[src/rtl/alu_operand_stage_pkg.sv]
// Shared definitions for the ALU operand stage: ALU op codes, operand source
// selects and the registered ALU request bundle.
package alu_operand_stage_pkg;

   localparam int ALU_XLEN  = 32;
   localparam int ALU_REG_W = 5;

   localparam logic [2:0] ALU_OP_ADD = 3'd0;
   localparam logic [2:0] ALU_OP_SUB = 3'd1;
   localparam logic [2:0] ALU_OP_AND = 3'd2;
   localparam logic [2:0] ALU_OP_OR  = 3'd3;
   localparam logic [2:0] ALU_OP_XOR = 3'd4;
   localparam logic [2:0] ALU_OP_SLL = 3'd5;
   localparam logic [2:0] ALU_OP_SRL = 3'd6;
   localparam logic [2:0] ALU_OP_SLT = 3'd7;

   localparam logic [1:0] SEL_A_RS1  = 2'd0;
   localparam logic [1:0] SEL_A_PC   = 2'd1;
   localparam logic [1:0] SEL_A_ZERO = 2'd2;

   localparam logic [1:0] SEL_B_RS2  = 2'd0;
   localparam logic [1:0] SEL_B_IMM  = 2'd1;
   localparam logic [1:0] SEL_B_FOUR = 2'd2;

   typedef struct packed {
      logic [ALU_XLEN-1:0]  a;
      logic [ALU_XLEN-1:0]  b;
      logic [2:0]           op;
      logic                 shift_arith;
      logic [ALU_REG_W-1:0] rd_idx;
      logic                 rd_we;
   } alu_req_t;

endpackage

[src/rtl/alu_operand_stage_fwd_mux.sv]
// Per-source forwarding mux: picks the youngest matching in-flight result,
// falling back to register-file data; x0 always reads as zero.
module alu_operand_stage_fwd_mux
   import alu_operand_stage_pkg::*;
#(
   parameter int XLEN      = 32,
   parameter int REG_IDX_W = 5
) (
   input  logic [REG_IDX_W-1:0] i_idx,
   input  logic [XLEN-1:0]      i_rf_data,
   input  logic                 i_ex_valid,
   input  logic [REG_IDX_W-1:0] i_ex_idx,
   input  logic [XLEN-1:0]      i_ex_data,
   input  logic                 i_mem_valid,
   input  logic [REG_IDX_W-1:0] i_mem_idx,
   input  logic [XLEN-1:0]      i_mem_data,
   output logic [XLEN-1:0]      o_data,
   output logic                 o_match_ex
);

   logic w_nonzero;
   logic w_match_mem;

   assign w_nonzero   = (i_idx != '0);
   assign o_match_ex  = i_ex_valid && (i_ex_idx == i_idx) && w_nonzero;
   assign w_match_mem = i_mem_valid && (i_mem_idx == i_idx) && w_nonzero;

   always_comb begin
      o_data = i_rf_data;
      if (!w_nonzero)
         o_data = '0;
      else if (o_match_ex)
         o_data = i_ex_data;
      else if (w_match_mem)
         o_data = i_mem_data;
   end

endmodule

[src/rtl/alu_operand_stage.sv]
// Operand select / forward / load-use stall stage feeding the ALU through a
// single registered entry with valid/ready handshakes on both sides.
module alu_operand_stage
   import alu_operand_stage_pkg::*;
#(
   parameter int XLEN      = 32,
   parameter int REG_IDX_W = 5
) (
   input  logic                 clk,
   input  logic                 rst_n,
   input  logic                 flush,
   input  logic                 in_valid,
   output logic                 in_ready,
   input  logic [XLEN-1:0]      in_pc,
   input  logic [XLEN-1:0]      in_imm,
   input  logic [REG_IDX_W-1:0] in_rs1_idx,
   input  logic [REG_IDX_W-1:0] in_rs2_idx,
   input  logic [XLEN-1:0]      in_rs1_data,
   input  logic [XLEN-1:0]      in_rs2_data,
   input  logic [1:0]           in_sel_a,
   input  logic [1:0]           in_sel_b,
   input  logic [2:0]           in_alu_op,
   input  logic                 in_shift_arith,
   input  logic [REG_IDX_W-1:0] in_rd_idx,
   input  logic                 in_rd_we,
   input  logic                 fwd_ex_valid,
   input  logic [REG_IDX_W-1:0] fwd_ex_idx,
   input  logic [XLEN-1:0]      fwd_ex_data,
   input  logic                 fwd_ex_pending,
   input  logic                 fwd_mem_valid,
   input  logic [REG_IDX_W-1:0] fwd_mem_idx,
   input  logic [XLEN-1:0]      fwd_mem_data,
   output logic                 out_valid,
   input  logic                 out_ready,
   output logic [XLEN-1:0]      out_a,
   output logic [XLEN-1:0]      out_b,
   output logic [2:0]           out_op,
   output logic                 out_shift_arith,
   output logic [REG_IDX_W-1:0] out_rd_idx,
   output logic                 out_rd_we,
   output logic [15:0]          stall_cnt
);

   logic [XLEN-1:0] w_rs1_data;
   logic [XLEN-1:0] w_rs2_data;
   logic            w_rs1_match_ex;
   logic            w_rs2_match_ex;
   logic            w_use_rs1;
   logic            w_use_rs2;
   logic            w_hazard;
   logic            w_accept;
   logic [XLEN-1:0] w_a;
   logic [XLEN-1:0] w_b;
   alu_req_t        w_req;

   logic            r_valid;
   alu_req_t        r_req;
   logic [15:0]     r_stall_cnt;

   alu_operand_stage_fwd_mux #(.XLEN(XLEN), .REG_IDX_W(REG_IDX_W)) u_fwd_rs1 (
      .i_idx       (in_rs1_idx),
      .i_rf_data   (in_rs1_data),
      .i_ex_valid  (fwd_ex_valid),
      .i_ex_idx    (fwd_ex_idx),
      .i_ex_data   (fwd_ex_data),
      .i_mem_valid (fwd_mem_valid),
      .i_mem_idx   (fwd_mem_idx),
      .i_mem_data  (fwd_mem_data),
      .o_data      (w_rs1_data),
      .o_match_ex  (w_rs1_match_ex)
   );

   alu_operand_stage_fwd_mux #(.XLEN(XLEN), .REG_IDX_W(REG_IDX_W)) u_fwd_rs2 (
      .i_idx       (in_rs2_idx),
      .i_rf_data   (in_rs2_data),
      .i_ex_valid  (fwd_ex_valid),
      .i_ex_idx    (fwd_ex_idx),
      .i_ex_data   (fwd_ex_data),
      .i_mem_valid (fwd_mem_valid),
      .i_mem_idx   (fwd_mem_idx),
      .i_mem_data  (fwd_mem_data),
      .o_data      (w_rs2_data),
      .o_match_ex  (w_rs2_match_ex)
   );

   // Only sources actually selected can stall; illegal selects read as zero.
   assign w_use_rs1 = (in_sel_a == SEL_A_RS1);
   assign w_use_rs2 = (in_sel_b == SEL_B_RS2);
   assign w_hazard  = in_valid && fwd_ex_pending &&
                      ((w_use_rs1 && w_rs1_match_ex) || (w_use_rs2 && w_rs2_match_ex));

   always_comb begin
      case (in_sel_a)
         SEL_A_RS1:  w_a = w_rs1_data;
         SEL_A_PC:   w_a = in_pc;
         default:    w_a = '0;
      endcase
      case (in_sel_b)
         SEL_B_RS2:  w_b = w_rs2_data;
         SEL_B_IMM:  w_b = in_imm;
         SEL_B_FOUR: w_b = XLEN'(4);
         default:    w_b = '0;
      endcase
   end

   always_comb begin
      w_req             = '0;
      w_req.a           = w_a;
      w_req.b           = w_b;
      w_req.op          = in_alu_op;
      w_req.shift_arith = in_shift_arith;
      w_req.rd_idx      = in_rd_idx;
      w_req.rd_we       = in_rd_we;
   end

   assign in_ready = rst_n && !flush && !w_hazard && (!r_valid || out_ready);
   assign w_accept = in_valid && in_ready;

   always_ff @(posedge clk or negedge rst_n) begin
      if (!rst_n) begin
         r_valid     <= 1'b0;
         r_req       <= '0;
         r_stall_cnt <= '0;
      end else begin
         if (flush) begin
            r_valid     <= 1'b0;
            r_req.rd_we <= 1'b0;
         end else if (w_accept) begin
            r_valid <= 1'b1;
            r_req   <= w_req;
         end else if (out_ready) begin
            r_valid <= 1'b0;
         end
         if (w_hazard && (r_stall_cnt != 16'hFFFF))
            r_stall_cnt <= r_stall_cnt + 16'd1;
      end
   end

   assign out_valid       = r_valid;
   assign out_a           = r_req.a;
   assign out_b           = r_req.b;
   assign out_op          = r_req.op;
   assign out_shift_arith = r_req.shift_arith;
   assign out_rd_idx      = r_req.rd_idx;
   assign out_rd_we       = r_req.rd_we;
   assign stall_cnt       = r_stall_cnt;

endmodule
[config.mk]
export PLATFORM = sky130hd
export DESIGN_NAME = alu_operand_stage
export DESIGN_NICKNAME = d
export VERILOG_FILES = /design/src/rtl/alu_operand_stage_pkg.sv /design/src/rtl/alu_operand_stage_fwd_mux.sv /design/src/rtl/alu_operand_stage.sv
export SDC_FILE = /design/constraint.sdc
export NUM_CORES = 1
export LEC_CHECK = 0
export ABC_CLOCK_PERIOD_IN_PS = 6850
export CORE_AREA = 2 2 127 129
export DETAILED_ROUTE_END_ITERATION = 6
export DIE_AREA = 0 0 129 131
export PLACE_DENSITY_LB_ADDON = 0.15
export SETUP_SLACK_MARGIN = 0.05
export SLEW_MARGIN = 20
export SYNTH_ARGS = -nofsm -noshare
export SYNTH_HDL_FRONTEND = slang
export SYNTH_SLANG_ARGS = --single-unit
[constraint.sdc]
create_clock -name clk -period 6.85 [get_ports clk]
set_clock_uncertainty 0.2 [all_clocks]
set_input_delay 1.7125 -clock clk [delete_from_list [all_inputs] [get_ports clk]]
set_output_delay 1.7125 -clock clk [all_outputs]
set_load 0.02 [all_outputs]
Word level (Yosys, flattened, before mapping)
Cells that the tools add are included.

Output and inout port bits: 92. Input port bits: 234. Register bits: 91.

Bitwise operators: 1. Eq/ne operators: 8. Reduce and logical (&&, ||, !) cells: 29. Multiplexer cells: 13. Add/subtract/negate cells: 1.

Operators by type and width (number): two-way mux 32 bit (6); case mux 32 bit (3 select lines) (1); case mux 32 bit (2 select lines) (1); == test 5 bit (4); logical AND 1 bit (17); adder 16 x 1 -> 16 bit (second input constant) (1); inequality test 16 bit (second input constant) (1); nonzero test 5 bit (2); two-way mux 1 bit (5); == test 2 x 1 -> 1 bit (second input constant) (2); zero test 2 bit (2); zero test 1 bit (3); nonzero test 3 bit (1); == test 2 bit (second input constant) (1); logical OR 1 bit (2); AND reduction 2 bit (1); nonzero test 2 bit (1); NOT 1 bit (1).

Depth between registers and ports, before layout
Gate-level depths: netlist of the first run.

Depth after elaboration: 12. Mapped depth: 9. Mapped depth without buffers: 6.

Modules after synthesis
From an unflattened synthesis of the first run, not the netlist that was laid out.

Cell total of the unflattened synthesis: 731. Area, all modules: 6677.7 um2.

By module, submodules not included: alu_operand_stage (area each 4580.6 um2, instances 1, cells an instance 381, seq. area each 2277.2 um2); alu_operand_stage_fwd_mux (area each 1048.5 um2, instances 2, cells an instance 175, seq. area each 0.0 um2).

Least setup slack after synthesis of the first run
No wires, ideal clock.

Kind: input to output. Start point: in in_rs1_idx[0]. End point: out in_ready. Slack: 1603 ps. Data arrival time: 3334 ps. Cell stages on the path: 6. Required time: 4938 ps. Path buffers: 1. Cell sequence: or4_1 > o21a_1 > nor4b_4 > nor2_2 > buf_2 > and2_1.

Longest elaborated chain between the ends: 9. Elaborated cells between the ends (all ways): 10. Classes of those cells: eq/ne: 1; reduce/logical: 9.

RTL lines: start: declaration (RTL line alu_operand_stage.sv:16) `input logic [REG_IDX_W-1:0] in_rs1_idx,`; == test 5 bit (RTL line alu_operand_stage_fwd_mux.sv:25) `assign o_match_ex = i_ex_valid && (i_ex_idx == i_idx) && w_nonzero;`; logical AND 1 bit (RTL line alu_operand_stage_fwd_mux.sv:25); logical AND 1 bit (*) (RTL line alu_operand_stage_fwd_mux.sv:25); logical AND 1 bit (*) (RTL line alu_operand_stage.sv:90) `((w_use_rs1 && w_rs1_match_ex) || (w_use_rs2 && w_rs2_match_ex));`; logical OR 1 bit (*) (RTL line alu_operand_stage.sv:90); logical AND 1 bit (*) (RTL line alu_operand_stage.sv:89) `assign w_hazard = in_valid && fwd_ex_pending &&`; zero test 1 bit (*) (RTL line alu_operand_stage.sv:116) `assign in_ready = rst_n && !flush && !w_hazard && (!r_valid || out_ready);`; logical AND 1 bit (*) (2 in a row) (RTL line alu_operand_stage.sv:116); end: declaration (RTL line alu_operand_stage.sv:13) `output logic in_ready,`.

Mark *: on every way between the ends. The rest lies on a longest branch, timed or not.

Worst setup path in the final report of the first run
Start point: in in_rs2_idx[1]. End point: out in_ready.

Longest elaborated chain between the ends: 9. Elaborated cells between the ends (all ways): 10. Classes of those cells: eq/ne: 1; reduce/logical: 9.

RTL lines: start: declaration (RTL line alu_operand_stage.sv:17) `input logic [REG_IDX_W-1:0] in_rs2_idx,`; == test 5 bit (RTL line alu_operand_stage_fwd_mux.sv:25); logical AND 1 bit (RTL line alu_operand_stage_fwd_mux.sv:25); logical AND 1 bit (*) (RTL line alu_operand_stage_fwd_mux.sv:25); logical AND 1 bit (*) (RTL line alu_operand_stage.sv:90); logical OR 1 bit (*) (RTL line alu_operand_stage.sv:90); logical AND 1 bit (*) (RTL line alu_operand_stage.sv:89); zero test 1 bit (*) (RTL line alu_operand_stage.sv:116); logical AND 1 bit (*) (2 in a row) (RTL line alu_operand_stage.sv:116).

Marks and branches as above.

==> impl_metrics.csv, run 1 <==
group,metric,value,unit
status,status,"finished, final reports clean",
clocking,clk_latency,0.35,ns
routing,via_per_inst,5.36,
logic_synthesis,synth_cell_types,47,
sta,fmax,168,MHz
layout,fin_nets,1205,
floorplan,fp.dieH,131,um
global_route,use_met2,45.0,%
routing,drcViolationCount,0,
global_route,antenna_found_initial,0,
sta,worst_slew_pin_slew,1.15,ns
sta,hold-worst-slack,0.291,ns
routing,wirelength,22600,um
global_route,grt_busiest_layer,"met2",
placement,detailed_place_hpwl,16400,um
global_route,grt_pass1_vias,6277,
routing,wire_per_inst,19.0,um
sta,fin_crit,5.94,ns
worst_setup_path,path_cells,"clkdlybuf4s50_1, or4_4, o21a_1, nor4b_2, nor2_2, and2_1, clkdlybuf4s50_1",
layout,synthToLayoutAreaGrowth,63.7,%
logic_synthesis,syn_nets,915,
worst_setup_path,worstPathMaxFanout,3,
logic_synthesis,synth_cells,680,
sta,final_hold_viol_count,0,
clocking,clock_sinks,91,
routing,vias,6388,
job,max_cap_violations,0,
logic_synthesis,seq_area_frac_synth,39.5,%
placement,port_buffers,325,
logic_synthesis,syn-cell-area,5770,um^2
layout,nFillCells,1357,
clocking,clockRootBuffer,"clkbuf_16",
worst_setup_path,critPathArrivalTime,4.03,ns
worst_setup_path,path_class,"input port to output pin",
worst_setup_path,critical_path.top_delay_family,"buffers and inverters",
layout,drive_gt1_share,5.23,%
clocking,post_cts_buffers,0,
global_route,grt_pass1_wl,33700,um
layout,mostFrequentLayoutCells,"324 x clkdlybuf4s50_1, 177 x nand2_1, 91 x dfrtp_1, 67 x o21ai_0, 53 x o22a_1",
logic_synthesis,synth_edf_count,0,
logic_synthesis,avgSynthCellArea,8.49,um^2
worst_setup_path,cp_common_cell,"clkdlybuf4s50_1",
routing,first_pass_iters,5,
hold_path,hold_class,"register to register",
clocking,h-tree-depth,3,
floorplan,core,15600,um^2
sta,rsz0062_at_grt,"false",
pwr,peakVddDrop,0.104,mV
worst_setup_path,crit_buf_inv,2,
routing,ant_nets,0,
logic_synthesis,dominantRegCellSynth,"dfrtp_1",
layout,multi_input_area,3250,um^2
floorplan,boundaryPins,326,
logic_synthesis,ys_ff_latch,91,
routing,drtIter0Drc,354,
layout,seq_area,2280,um^2
worst_setup_path,cp-end-kind,"output pin",
placement,routabilityCongestion,0.846,
clocking,cts-hold-fix-buffers,0,
global_route,grt_max_degree,118,
sta,post-route-period-util,86.7,%
pwr,p_per_area,192,nW/um^2
sta,tns,0,ns
layout,stdcell_count,1191,
global_route,grt_overflow,0,
worst_setup_path,startpoint_type,"input port",
placement,placed_cells,1175,
logic_synthesis,synthArstFlopShare,100,%
pwr,power.leakage,3.58,nW
floorplan,rows,46,
sta,setup_violations,0,
global_route,use_met1,31.3,%
global_route,grt_usage,25.9,%
sta,report.final.slew_viol_count,0,
clocking,clk_path_buf_depth,2,
clocking,cts_tree,"done",
clocking,clk_pin_slew_worst_paths,0.07,ns
layout,layout.cells.most_common,"clkdlybuf4s50_1",
floorplan,initial_core_util,37.0,%
clocking,cts_resized,0,
worst_setup_path,crit_path_top_delay_cell,"clkdlybuf4s50_1",
global_route,grt_util_met3,6.60,%
worst_setup_path,critPathRequiredTime,4.94,ns
worst_setup_path,cp_slowest_stage_delay,0.61,ns
logic_synthesis,ys_warn_count,0,
floorplan,die_area,16900,um^2
floorplan,die_x,129,um
layout,diodes,0,
pwr,power.total,0.00181,W
clocking,numCtsBuffers,9,
sta,relSlewSlack,23.2,%
-- Yosys cell counts, types with 2 or more instances --
master	instances	share of area [%]
a31oi_1	27	2.9
nor3b_1	2	0.26
nor2_1	8	0.52
o2bb2ai_1	10	1.5
nand4_1	6	0.65
xor2_1	15	2.3
buf_1	2	0.13
buf_2	14	1.2
nor2b_1	3	0.33
clkbuf_1	32	2.1
o21ai_0	67	5.8
dfrtp_1	91	39
o22a_1	53	8.0
a22oi_1	7	0.91
buf_4	8	1.0
nand2b_1	2	0.22
nor2_2	2	0.22
o21a_1	9	1.2
o211ai_1	4	0.52
nand2_1	177	12
inv_1	4	0.26
nor3_1	4	0.35
or3_1	5	0.54
nand3_1	10	0.87
or2_2	2	0.22
a21oi_1	28	2.4
o311ai_0	6	0.91
mux2_2	10	2.0
mux2i_1	27	4.7
nor4_1	8	0.87
a32oi_1	2	0.30
xnor2_1	20	3.0
-- path summary, 6_finish.rpt --
check	startpoint	to	slack [ns]	depth (start not counted)
hold reg to reg	out_a[14]	out_a[14]	0.29	1
setup reg to reg	stall_cnt[4]	stall_cnt[1]	4.52	7
min in group asynchronous	rst_n	out_a[12]	1.16	1
max in group asynchronous	rst_n	out_a[1]	4.15	2
setup / recovery	in_rs2_idx[1]	in_ready	0.91	7
hold / removal	out_a[14]	out_a[14]	0.29	1
-- final cells by class --
cell class / instances / area share, %
clock inverters: 6 / 0.768
clock buffers: 10 / 2.42
inverters: 4 / 0.159
well taps: 216 / 2.86
flip-flops and latches: 91 / 24.1
repair buffers: 335 / 35.3
multi-input cells: 529 / 34.4
-- stage by stage --
stage          instance area, um^2  setup slack (ns)  utilization [%]
4_1_cts                       9440             0.914             60.5
2_1_floorplan                 5770              1.60                -
3_3_place_gp                  9140             0.937             58.6
6_report                      9450             0.909             60.6
3_5_place_dp                  9140             0.916             58.6
5_1_grt                       9450             0.787             60.6
-- routing by layer --
layer,vias up,routed length [um]
met4,0,593
met1,3023,9240
met3,42,1790
met5,-,0
met2,287,11000
li1,3036,-
-- power by group --
group | internal, W | switching [W] | total (W)
combinational | 0.000351 | 0.000281 | 0.000632
clock | 0.000287 | 0.000234 | 0.000521
sequential | 0.000617 | 0.0000448 | 0.000662
-- sequential cells by signal, summed over array words and instances, names as in the netlist --
name,cells
out_a,32
out_b,32
out_op,3
out_rd_idx,5
out_rd_we,1
out_shift_arith,1
out_valid,1
stall_cnt,16
-- cell families after synthesis --
logic type | count (synthesis) | synth area share (%)
and+or+nand+nor | 238 | 18.2
muxes | 37 | 6.63
xor gates and xnor gates | 35 | 5.31
adders and majority gates | 1 | 0.217
DFF | 91 | 39.5
AOI/OAI and AO/OA | 218 | 25.4
buffers and inverters | 60 | 4.73
Note: power is estimated with default switching activity, not from simulation.
==> run 2: changes to the inputs <==
--- a/config.mk
+++ b/config.mk
@@ -9,9 +9,11 @@
 export CORE_AREA = 2 2 127 129
 export DETAILED_ROUTE_END_ITERATION = 6
 export DIE_AREA = 0 0 129 131
+export HOLD_SLACK_MARGIN = 0.02
 export PLACE_DENSITY_LB_ADDON = 0.15
 export SETUP_SLACK_MARGIN = 0.05
 export SLEW_MARGIN = 20
 export SYNTH_ARGS = -nofsm -noshare
 export SYNTH_HDL_FRONTEND = slang
 export SYNTH_SLANG_ARGS = --single-unit
+export TNS_END_PERCENT = 20
==> results of run 2 <==
The final DEF is identical to that of run 1; final timing and power are the same.
==> run 3: changes to the inputs <==
--- a/config.mk
+++ b/config.mk
@@ -5,10 +5,10 @@
 export SDC_FILE = /design/constraint.sdc
 export NUM_CORES = 1
 export LEC_CHECK = 0
-export ABC_CLOCK_PERIOD_IN_PS = 6850
-export CORE_AREA = 2 2 127 129
+export ABC_CLOCK_PERIOD_IN_PS = 6100
+export CORE_AREA = 2 2 125 127
 export DETAILED_ROUTE_END_ITERATION = 6
-export DIE_AREA = 0 0 129 131
+export DIE_AREA = 0 0 127 129
 export HOLD_SLACK_MARGIN = 0.02
 export PLACE_DENSITY_LB_ADDON = 0.15
 export SETUP_SLACK_MARGIN = 0.05
==> constraint.sdc (replaced) <==
create_clock -name clk -period 6.1 [get_ports clk]
set_clock_uncertainty 0.2 [all_clocks]
set_input_delay 1.525 -clock clk [delete_from_list [all_inputs] [get_ports clk]]
set_output_delay 1.525 -clock clk [all_outputs]
set_load 0.02 [all_outputs]
==> run 3 against run 2 <==
- wire length is 3.6% higher
- global-route usage is 2.3 points higher
- core utilization is 2.5 points higher
- hold slack better by 0.0062 ns
- sequential share of layout area hardly changed
- die area is 3.1% lower
- clock power is 11% higher
- critical endpoint unchanged
==> impl_metrics.csv, run 3 (same netlist as run 1, synthesis figures left out) <==
group,metric,value,unit
sta,worst_slew_pin_slew,1.12,ns
layout,multi_input_area,3250,um^2
sta,fin_crit,5.54,ns
worst_setup_path,cp_slowest_stage_delay,0.61,ns
sta,report.final.slew_viol_count,0,
worst_setup_path,startpoint,"in_rs1_idx[0]",
clocking,cts_tree,"done",
sta,post-route-period-util,90.8,%
layout,mostFrequentLayoutCells,"324 x clkdlybuf4s50_1, 177 x nand2_1, 91 x dfrtp_1, 67 x o21ai_0, 53 x o22a_1",
clocking,cts-hold-fix-buffers,0,
worst_setup_path,critPathArrivalTime,3.82,ns
floorplan,die_x,127,um
layout,synthToLayoutAreaGrowth,63.6,%
worst_setup_path,r2r_cells,7,
worst_setup_path,crit_path_top_delay_cell,"or4_1",
global_route,antenna_found_initial,1,
clocking,h-tree-depth,3,
clocking,numCtsBuffers,9,
sta,tns,0,ns
clocking,clock_sinks,91,
hold_path,hold_class,"register to register",
routing,drcViolationCount,0,
worst_setup_path,cp-end-kind,"output pin",
floorplan,die_area,16400,um^2
floorplan,rows,45,
worst_setup_path,startpoint_type,"input port",
sta,final_hold_viol_count,0,
placement,detailed_place_hpwl,17300,um
global_route,grt_overflow,0,
hold_path,worstHoldStart,"stall_cnt[7]",
pwr,peakVddDrop,0.133,mV
job,max_cap_violations,0,
routing,vias,6473,
clocking,cts_resized,0,
worst_setup_path,r2r-start,"out_valid",
status,status,"finished, final reports clean",
layout,nFillCells,1332,
global_route,grt_pass1_wl,35300,um
global_route,grt_util_met3,9.52,%
global_route,use_met1,33.6,%
worst_setup_path,critPathRequiredTime,4.38,ns
placement,routabilityCongestion,0.949,
layout,layout.cells.most_common,"clkdlybuf4s50_1",
routing,ant_nets,0,
sta,hold-worst-slack,0.297,ns
worst_setup_path,worstPathMaxFanout,3,
sta,setup_violations,0,
global_route,grt_max_degree,121,
worst_setup_path,critical_path.top_delay_family,"buffers and inverters",
global_route,use_met2,48.1,%
clocking,clockRootBuffer,"clkbuf_16",
worst_setup_path,crit_buf_inv,2,
layout,fin_nets,1207,
floorplan,boundaryPins,326,
clocking,clk_latency,0.35,ns
worst_setup_path,r2r_slack,3.95,ns
layout,seq_area,2280,um^2
worst_setup_path,r2r_end,"out_b[18]",
pwr,power.leakage,3.59,nW
clocking,clk_path_buf_depth,2,
routing,wirelength,23500,um
global_route,grt_busiest_layer,"met2",
worst_setup_path,path_class,"input port to output pin",
routing,drtIter0Drc,389,
worst_setup_path,cp_num_cells,7,
routing,via_per_inst,5.55,
global_route,grt_usage,28.3,%
worst_setup_path,endpoint,"in_ready",
floorplan,fp.dieH,129,um
pwr,p_per_area,216,nW/um^2
worst_setup_path,cp_common_cell,"clkdlybuf4s50_1",
layout,drive_gt1_share,5.53,%
clocking,post_cts_buffers,0,
routing,wire_per_inst,20.1,um
routing,first_pass_iters,7,
placement,port_buffers,325,
sta,rsz0062_at_grt,"false",
sta,fmax,181,MHz
global_route,grt_pass1_vias,6418,
sta,relSlewSlack,24.9,%
clocking,clk_pin_slew_worst_paths,0.07,ns
worst_setup_path,path_cells,"clkdlybuf4s50_1, or4_1, o21a_1, nor4b_4, nor2_2, and2_1, clkdlybuf4s50_1",
floorplan,initial_core_util,38.5,%
floorplan,core,15000,um^2
[run 3: cell count changes in the layout (fill, tap and decap cells not counted)]
cell | previous run | this run
buf_4 | 10 | 11
clkinvlp_4 | 1 | 2
clkbuf_1 | 1 | 0
clkinv_2 | 0 | 1
diode_2 | 0 | 1
clkinv_4 | 2 | 1
buf_12 | 1 | 2
[run 3: power breakdown]
group | internal, W | total, W | switching (W)
logic | 0.000396 | 0.000716 | 0.000320
registers | 0.000693 | 0.000742 | 0.0000499
clock network | 0.000321 | 0.000578 | 0.000257
[run 3: how the worst min path moves through the flow]
| stage | to | slack [ns] | cells after the start |
|---|---|---|---|
| floorplan | stall_cnt[11] | 0.39 | 1 |
| global placement | out_a[14] | 0.27 | 1 |
| detailed placement | out_b[25] | 0.28 | 1 |
| CTS | out_a[14] | 0.30 | 1 |
| global route | out_a[14] | 0.31 | 1 |
| finish | stall_cnt[7] | 0.30 | 1 |
[run 3: cell type report]
cell class | count | share of cell area (%)
Clock buffer | 9 | 2.39
Clock inverter | 7 | 0.808
Inverter | 4 | 0.159
Multi-Input combinational cell | 529 | 34.4
Tap cell | 188 | 2.49
Antenna cell | 1 | 0.0265
Sequential cell | 91 | 24.1
Timing Repair Buffer | 337 | 35.6
[run 3: routing by layer]
layer	vias up	share of wire [%]
met5	-	0
met4	0	3.0
met3	49	9.8
met2	310	48
met1	3075	39
li1	3039	-
[run 3: stage by stage]
step	util [%]	power, W	cell area (um^2)	setup slack [ns]	cells
finish	63.0	0.00204	9440	0.560	1166
global route	63.0	0.00213	9440	0.494	1166
CTS	62.9	0.00205	9420	0.553	1164
detailed placement	60.9	0.00147	9110	0.570	1148
global placement	60.9	0.00146	9110	0.568	1148
floorplan	-	0.00105	5770	1.23	680
